## config.mk

```make
export PLATFORM = sky130hd
export DESIGN_NAME = regsrc_recovery_ctrl
export DESIGN_NICKNAME = d
export VERILOG_FILES = /design/src/rtl/regsrc_recovery_ctrl.sv
export SDC_FILE = /design/constraint.sdc
export NUM_CORES = 1
export LEC_CHECK = 0
export ABC_AREA = 1
export CAP_MARGIN = 20
export CELL_PAD_IN_SITES_DETAIL_PLACEMENT = 2
export CELL_PAD_IN_SITES_GLOBAL_PLACEMENT = 2
export CORE_ASPECT_RATIO = 0.75
export CORE_MARGIN = 8
export CORE_UTILIZATION = 18
export DETAILED_ROUTE_END_ITERATION = 10
export PLACE_DENSITY = 0.95
export SETUP_SLACK_MARGIN = 0.1
export SKIP_CTS_REPAIR_TIMING = 1
export SYNTH_ARGS = -nofsm -noshare
export SYNTH_HDL_FRONTEND = slang
export SYNTH_SLANG_ARGS = --single-unit
```

## constraint.sdc

```tcl
create_clock -name clk -period 3.9 [get_ports clk]
set_input_delay 0.78 -clock clk [delete_from_list [all_inputs] [get_ports clk]]
set_output_delay 0.78 -clock clk [all_outputs]
set_load 0.01 [all_outputs]
```

## src/rtl/regsrc_recovery_ctrl.sv

```systemverilog
// -----------------------------------------------------------------------------
// regsrc_recovery_ctrl
//
// Sequencer for the register-source (rename) table.
//   * After reset it sweeps every architectural entry to "not renamed"
//     (all-ones), LANES entries per cycle.
//   * After a branch miss it waits SETTLE cycles, then scans the issue queue
//     LANES entries per cycle. For each entry that is the latest writer of its
//     target, it emits a table write restoring {1'b0, rob_id}.
//   * busy is high for the whole sequence so rename and queueing can stall.
//
// Ports
//   clk         clock
//   rst         asynchronous reset, active low
//   branchmiss  branch-miss level; a rising edge starts a recovery
//   iq_latest   bit n: IQ entry n is the latest writer of its target
//   iq_tgt      target register per entry, entry n at [n*TAGW +: TAGW]
//   iq_rid      ROB id per entry, entry n at [n*RIDW +: RIDW]
//   wr_en       per-lane table write enable
//   wr_tgt      per-lane table index, lane j at [j*TAGW +: TAGW]
//   wr_val      per-lane table data, lane j at [j*(RIDW+1) +: RIDW+1]
//   busy        sequence in progress
//   done        one-cycle pulse when a sequence completes
//
// All outputs are registered. When several lanes target the same register in
// one cycle, the table applies lanes in ascending order, so the highest IQ
// index wins; no de-duplication is done here.
// -----------------------------------------------------------------------------
module regsrc_recovery_ctrl #(
  parameter int AREGS      = 128,
  parameter int IQ_ENTRIES = 32,
  parameter int TAGW       = 7,
  parameter int RIDW       = 5,
  parameter int LANES      = 4,
  parameter int SETTLE     = 2
) (
  input  logic                         clk,
  input  logic                         rst,
  input  logic                         branchmiss,
  input  logic [IQ_ENTRIES-1:0]        iq_latest,
  input  logic [IQ_ENTRIES*TAGW-1:0]   iq_tgt,
  input  logic [IQ_ENTRIES*RIDW-1:0]   iq_rid,
  output logic [LANES-1:0]             wr_en,
  output logic [LANES*TAGW-1:0]        wr_tgt,
  output logic [LANES*(RIDW+1)-1:0]    wr_val,
  output logic                         busy,
  output logic                         done
);

  localparam int VALW        = RIDW + 1;
  localparam int INIT_GROUPS = AREGS / LANES;
  localparam int SCAN_GROUPS = IQ_ENTRIES / LANES;
  localparam int MAX_GROUPS  = (INIT_GROUPS > SCAN_GROUPS) ? INIT_GROUPS : SCAN_GROUPS;
  // The index counts one past the last group: that extra step is the done cycle.
  localparam int IDXW        = $clog2(MAX_GROUPS + 1);
  localparam int SGW         = (SCAN_GROUPS > 1) ? $clog2(SCAN_GROUPS) : 1;
  // The settle counter holds the remaining SETTLE-state cycles (0..SETTLE-2).
  localparam int CNTW        = (SETTLE > 2) ? $clog2(SETTLE - 1) : 1;

  localparam logic [IDXW-1:0] INIT_LAST = IDXW'(INIT_GROUPS);
  localparam logic [IDXW-1:0] SCAN_LAST = IDXW'(SCAN_GROUPS);
  localparam logic [CNTW-1:0] CNT_LOAD  = CNTW'((SETTLE > 2) ? SETTLE - 2 : 0);

  typedef enum logic [1:0] {
    ST_INIT   = 2'd0,
    ST_IDLE   = 2'd1,
    ST_SETTLE = 2'd2,
    ST_SCAN   = 2'd3
  } state_t;

  // The state register itself accounts for one waiting cycle, so with
  // SETTLE == 1 the SETTLE state is skipped entirely.
  localparam state_t SETTLE_ENTRY = (SETTLE > 1) ? ST_SETTLE : ST_SCAN;

  state_t                 state_q, state_d;
  logic [IDXW-1:0]        idx_q, idx_d;
  logic [CNTW-1:0]        cnt_q, cnt_d;
  logic                   pending_q, pending_d;
  logic                   bm_prev_q, bm_prev_d;
  logic [LANES-1:0]       wr_en_q, wr_en_d;
  logic [LANES*TAGW-1:0]  wr_tgt_q, wr_tgt_d;
  logic [LANES*VALW-1:0]  wr_val_q, wr_val_d;
  logic                   busy_q, busy_d;
  logic                   done_q, done_d;

  logic                   bm_edge;
  logic [SGW-1:0]         grp_sel;
  logic [LANES-1:0]       scan_en;
  logic [LANES*TAGW-1:0]  scan_tgt;
  logic [LANES*VALW-1:0]  scan_val;
  logic [LANES*TAGW-1:0]  init_tgt;

  assign bm_edge = branchmiss & ~bm_prev_q;
  assign grp_sel = idx_q[SGW-1:0];

  // Per-lane view of the issue queue: lane gi of group gj is entry gj*LANES+gi.
  for (genvar gi = 0; gi < LANES; gi++) begin : g_lane
    logic [SCAN_GROUPS-1:0] grp_en;
    logic [TAGW-1:0]        grp_tgt [SCAN_GROUPS];
    logic [RIDW-1:0]        grp_rid [SCAN_GROUPS];

    for (genvar gj = 0; gj < SCAN_GROUPS; gj++) begin : g_grp
      assign grp_en[gj]  = iq_latest[gj*LANES + gi];
      assign grp_tgt[gj] = iq_tgt[(gj*LANES + gi)*TAGW +: TAGW];
      assign grp_rid[gj] = iq_rid[(gj*LANES + gi)*RIDW +: RIDW];
    end

    assign scan_en[gi]                = grp_en[grp_sel];
    assign scan_tgt[gi*TAGW +: TAGW]  = grp_tgt[grp_sel];
    assign scan_val[gi*VALW +: VALW]  = {1'b0, grp_rid[grp_sel]};
    assign init_tgt[gi*TAGW +: TAGW]  = TAGW'(32'(idx_q) * LANES + gi);
  end

  always_comb begin
    state_d   = state_q;
    idx_d     = idx_q;
    cnt_d     = cnt_q;
    pending_d = pending_q;
    bm_prev_d = branchmiss;
    wr_en_d   = '0;
    wr_tgt_d  = wr_tgt_q;
    wr_val_d  = wr_val_q;
    done_d    = 1'b0;

    unique case (state_q)
      ST_INIT: begin
        if (idx_q == INIT_LAST) begin
          // Sweep finished. A branch miss seen during the sweep (or right now)
          // goes straight into SETTLE so busy never drops.
          done_d    = 1'b1;
          idx_d     = '0;
          pending_d = 1'b0;
          if (pending_q || bm_edge) begin
            state_d = SETTLE_ENTRY;
            cnt_d   = CNT_LOAD;
          end else begin
            state_d = ST_IDLE;
          end
        end else begin
          pending_d = pending_q | bm_edge;
          wr_en_d   = '1;
          wr_tgt_d  = init_tgt;
          wr_val_d  = '1;
          idx_d     = idx_q + 1'b1;
        end
      end

      ST_IDLE: begin
        if (bm_edge) begin
          state_d = SETTLE_ENTRY;
          cnt_d   = CNT_LOAD;
          idx_d   = '0;
        end
      end

      ST_SETTLE: begin
        if (bm_edge) begin
          cnt_d = CNT_LOAD;
        end else if (cnt_q == '0) begin
          state_d = ST_SCAN;
          idx_d   = '0;
        end else begin
          cnt_d = cnt_q - 1'b1;
        end
      end

      ST_SCAN: begin
        if (bm_edge) begin
          // A newer miss invalidates this scan: start over, no done pulse.
          state_d = SETTLE_ENTRY;
          cnt_d   = CNT_LOAD;
          idx_d   = '0;
        end else if (idx_q == SCAN_LAST) begin
          done_d  = 1'b1;
          state_d = ST_IDLE;
          idx_d   = '0;
        end else begin
          wr_en_d  = scan_en;
          wr_tgt_d = scan_tgt;
          wr_val_d = scan_val;
          idx_d    = idx_q + 1'b1;
        end
      end

      default: begin
        state_d = ST_INIT;
        idx_d   = '0;
      end
    endcase

    busy_d = (state_d != ST_IDLE);
  end

  always_ff @(posedge clk or negedge rst) begin
    if (!rst) begin
      state_q   <= ST_INIT;
      idx_q     <= '0;
      cnt_q     <= '0;
      pending_q <= 1'b0;
      bm_prev_q <= 1'b0;
      wr_en_q   <= '0;
      wr_tgt_q  <= '0;
      wr_val_q  <= '0;
      busy_q    <= 1'b1;
      done_q    <= 1'b0;
    end else begin
      state_q   <= state_d;
      idx_q     <= idx_d;
      cnt_q     <= cnt_d;
      pending_q <= pending_d;
      bm_prev_q <= bm_prev_d;
      wr_en_q   <= wr_en_d;
      wr_tgt_q  <= wr_tgt_d;
      wr_val_q  <= wr_val_d;
      busy_q    <= busy_d;
      done_q    <= done_d;
    end
  end

  assign wr_en  = wr_en_q;
  assign wr_tgt = wr_tgt_q;
  assign wr_val = wr_val_q;
  assign busy   = busy_q;
  assign done   = done_q;

endmodule

```

==> results summary <==
The overall via count from detail_route is 10,300. Yosys printed 0 warnings. The run finished with clean final reports.

The count of mapped cells out of synthesis is 1,331. The most common cell in the synthesized netlist is nand2_1. The number of cells on the worst reg-to-reg path came out at 8. The post-synthesis average cell area is 5.41 um^2.

The final design utilization is 31.6%. The mux cell area share after synthesis is 0%. The setup clock skew after layout came out at 6.39 ps.

The sum of negative setup slack came out at 0 ps. The first-pass detailed-route iteration total is 5. The synthesis-stage register bit count came out at 65. Of the total power, the clock network draws 12.7%. After the last flow step, the layout net total stands at 2,158. In this design, the stage delay of the slowest critical-path cell is 700 ps. The clock drives 65 sinks.

TritonCTS built the clock tree. The maximum root-to-sink buffer count is 2. The cell count along the critical path is 8. The worst path buffer plus inverter count came out at 2. The power density of the placed cells came out at 557 nW/um^2. The proportion of layout cells with a drive suffix above 1 came out at 3.28%. The via count of the first global-routing pass came out at 11,800. The combinational share of power came out at 70.9%. The most numerous cell type found on the critical path is nand2_1. The number of enable-type register cells in the synthesized netlist came out at 0. The fraction of power consumed by sequential logic is 16.4%. The power spent charging and discharging nets came out at 3.80 mW. The transition time at the pin with the least slew margin is 1100 ps. The placed instances occupy a cell area of 12,100 um^2. The CTS buffer count is 9. The critical path is of the register to register type. Before CTS, the worst setup slack after placement is 801 ps. Yosys attributes the largest share of cell area to dfrtp_1 (22%), nand2_1 (21%), nor2_1 (15%). The number of failing hold endpoints at the final stage came out at 0.

The adder-cell share of the synthesized area is 1.04%. The initial DRC count is 381. The total routed wirelength is 48,300 um. The internal portion of the total power is 3.14 mW. The predominant post-synthesis flop cell is dfrtp_1.

The async set-reset flop share out of synthesis came out at 100%. Detailed placement ended at an HPWL of 39,000 um. The number of antenna violations at the first check in global routing is 4.

Once detail routing completed, the nets flagged for antenna violations numbered 0. The signed area change from the synthesized netlist to the final layout came out at 73.0%. The post-synthesis sequential area ratio is 22.6%. In this run the worst path has a maximum fanout of 52. Setup violations remaining at the end of the flow were counted as 0. The reported leakage power came out at 5.63 nW. Data on the critical path arrives at its endpoint at 3070 ps. By area, the combinational part of the netlist is dominated by simple AND/OR/NAND/NOR gates. The number of max-slew violations in the final report is 0.

The top cell type's share of synthesized area is 22.2%. The launching element type of the critical path is a register. The total grt overflow came out at 0. Setup repair after global routing left no endpoint under its margin. The post-synthesis share of cell area spent on xor and xnor gates came out at 0.365%.

When the netlist entered floorplanning its net count stood at 1,756. The slowest stage of the critical path belongs to the cell dfrtp_4. The critical path goes through inv_6, ha_1, nor3b_4, nand3_2, nand2_4, inv_1, nand2_1, nand2_1.

The wire length per cell after detailed routing is 21.4 um. The post-detailed-route via-to-cell ratio came out at 4.56. The netlist uses 27 different library cells.

The floorplan step set the die width to 247 um. The maximum number of pins on one net before global-route repair came out at 204. In this run switching power makes up 54.7% of total power.

Summing the areas of all compound-gate instances in the mapped netlist gives 14.2% of the synthesized area. The count of input and output buffers came out at 476. The die area is 46,800 um^2. The path class of the tightest hold or removal check is register to register. The shortest period the worst path allows is 2840 ps.

The root buffer cell chosen for the clock tree is clkbuf_16. For the worst setup path, the data required time is 4130 ps. The final worst setup slack came out at 1060 ps. The summed instance area of the synthesized netlist came out at 7210 um^2.

By count the netlist is led by nand2_1 (405), nor2_1 (294), o21ai_0 (138). The number of primary I/O pins came out at 477. The total DRC errors in the routed layout came out at 0.

The cell area after layout came out at 12,500 um^2. After clock tree synthesis, the clock-pin slew on the worst setup and hold paths is 60 ps. The family of cells with the greatest summed delay on the critical path is simple AND/OR/NAND/NOR gates.

The global-route wire length before repair came out at 72,600 um. The initialized floorplan defines 63 standard-cell rows. The total area inside the core boundary comes to 39,500 um^2. The final cycle utilization of the critical path is 72.8%. The worst setup path is captured at a register.

The relative slew slack came out at 26.7%. The tool flagged a number of max-cap violations equal to 0. In this run the number of H-tree levels came out at 3. The congestion estimate from routability-driven global placement came to 0.824. The fraction of the mapped netlist area in simple logic gates came out at 47.4%.

The clock latency on the worst-skew pair came out at 340 ps. For this configuration, the core starts out at a cell density of 18.2%. The overall die height is 189 um.

Summed over all instances, the cell type with the most area after synthesis is dfrtp_1. For this run, the top clock speed supported by timing is 352 MHz. Across the VDD grid, the largest voltage drop is 565 uV.

The global routing usage summed across all routing layers came out at 20.2%. Along the worst hold path, the cell count comes to 2.
[final timing paths]
kind                                        from                     to  slack (ps)
max reg2reg                 idx_q[0]$_DFFE_PN0P_  wr_tgt[9]$_DFFE_PN0P_        1060
min                        wr_tgt[1]$_DFFE_PN0P_  wr_tgt[1]$_DFFE_PN0P_         490
max in group asynchronous                    rst   idx_q[1]$_DFFE_PN0P_        2630
min in group asynchronous                    rst  wr_tgt[1]$_DFFE_PN0P_         570
min reg2reg                wr_tgt[1]$_DFFE_PN0P_  wr_tgt[1]$_DFFE_PN0P_         490
max                         idx_q[0]$_DFFE_PN0P_  wr_tgt[9]$_DFFE_PN0P_        1060
[per-stage QoR]
stage                     cells  hold slack [ps]  total power, mW
after detailed placement   2242              474             6.16
after floorplan            1331              464             4.19
after CTS                  2258              492             7.11
after global placement     2242              464             5.90
final                      2260              485             6.94
after global routing       2260              519             7.61
[sequential cells by signal, indices dropped and copies added, names as in the netlist]
name / cells
state_q: 2
busy: 1
wr_val: 21
idx_q: 6
wr_en: 4
done: 1
pending_q: 1
wr_tgt: 28
bm_prev_q: 1
[power groups by stage]
stage | Combinational (mW) | Sequential, mW | Clock (mW)
2_1_floorplan | 3.16 | 1.04 | 0
3_3_place_gp | 4.74 | 1.15 | 0
3_5_place_dp | 5.00 | 1.16 | 0
4_1_cts | 5.03 | 1.15 | 0.928
5_1_grt | 5.48 | 1.18 | 0.946
6_report | 4.92 | 1.14 | 0.882
[final cells by class]
type | instances | area (um^2)
tap | 520 | 651
clock inverter | 5 | 62.6
multi-input combinational | 1047 | 4540
antenna | 2 | 5.00
inverter | 126 | 478
sequential | 65 | 1640
clock buffer | 11 | 253
fill | 4807 | 27000
timing repair buffer | 484 | 4850
[kinds of logic (layout without fill, tap and decap cells)]
family,Yosys count,in the layout
flops,65,65
xor+xnor,3,3
fa+ha+maj,6,6
simple gates,842,842
buf+inv,219,626
other cells,0,2
compound gates,196,196
[layout by cell type, fill, tap and decap left out, types with 2 or more instances in the layout]
cell,n
a21oi_1,21
a21oi_2,4
buf_12,2
buf_4,7
clkbuf_16,9
clkbuf_8,2
clkdlybuf4s50_1,475
clkinvlp_4,2
dfrtp_1,61
dfrtp_4,2
diode_2,2
ha_1,6
inv_1,120
inv_2,5
inv_6,2
nand2_1,405
nand2_4,3
nand3_1,125
nand3_2,2
nor2_1,294
nor2_4,3
o211ai_1,9
o21ai_0,138
o21ai_1,22
or2_2,8
xor2_1,3
[metal layers]
metal	vias to the layer above	routed length [um]	track usage [%]
li1	4927	-	-
met5	-	28	0
met3	61	2870	5.38
met2	274	24400	36.3
met1	5047	19900	23.4
met4	4	1150	5.02
[worst reg2reg max path, stage by stage (launching register included)]
cell and delay, ps:
dfrtp_4 700, inv_6 150, ha_1 190, nor3b_4 240, nand3_2 300, nand2_4 600, inv_1 350, nand2_1 140
nand2_1 60
(Power assumes the default switching activity.)
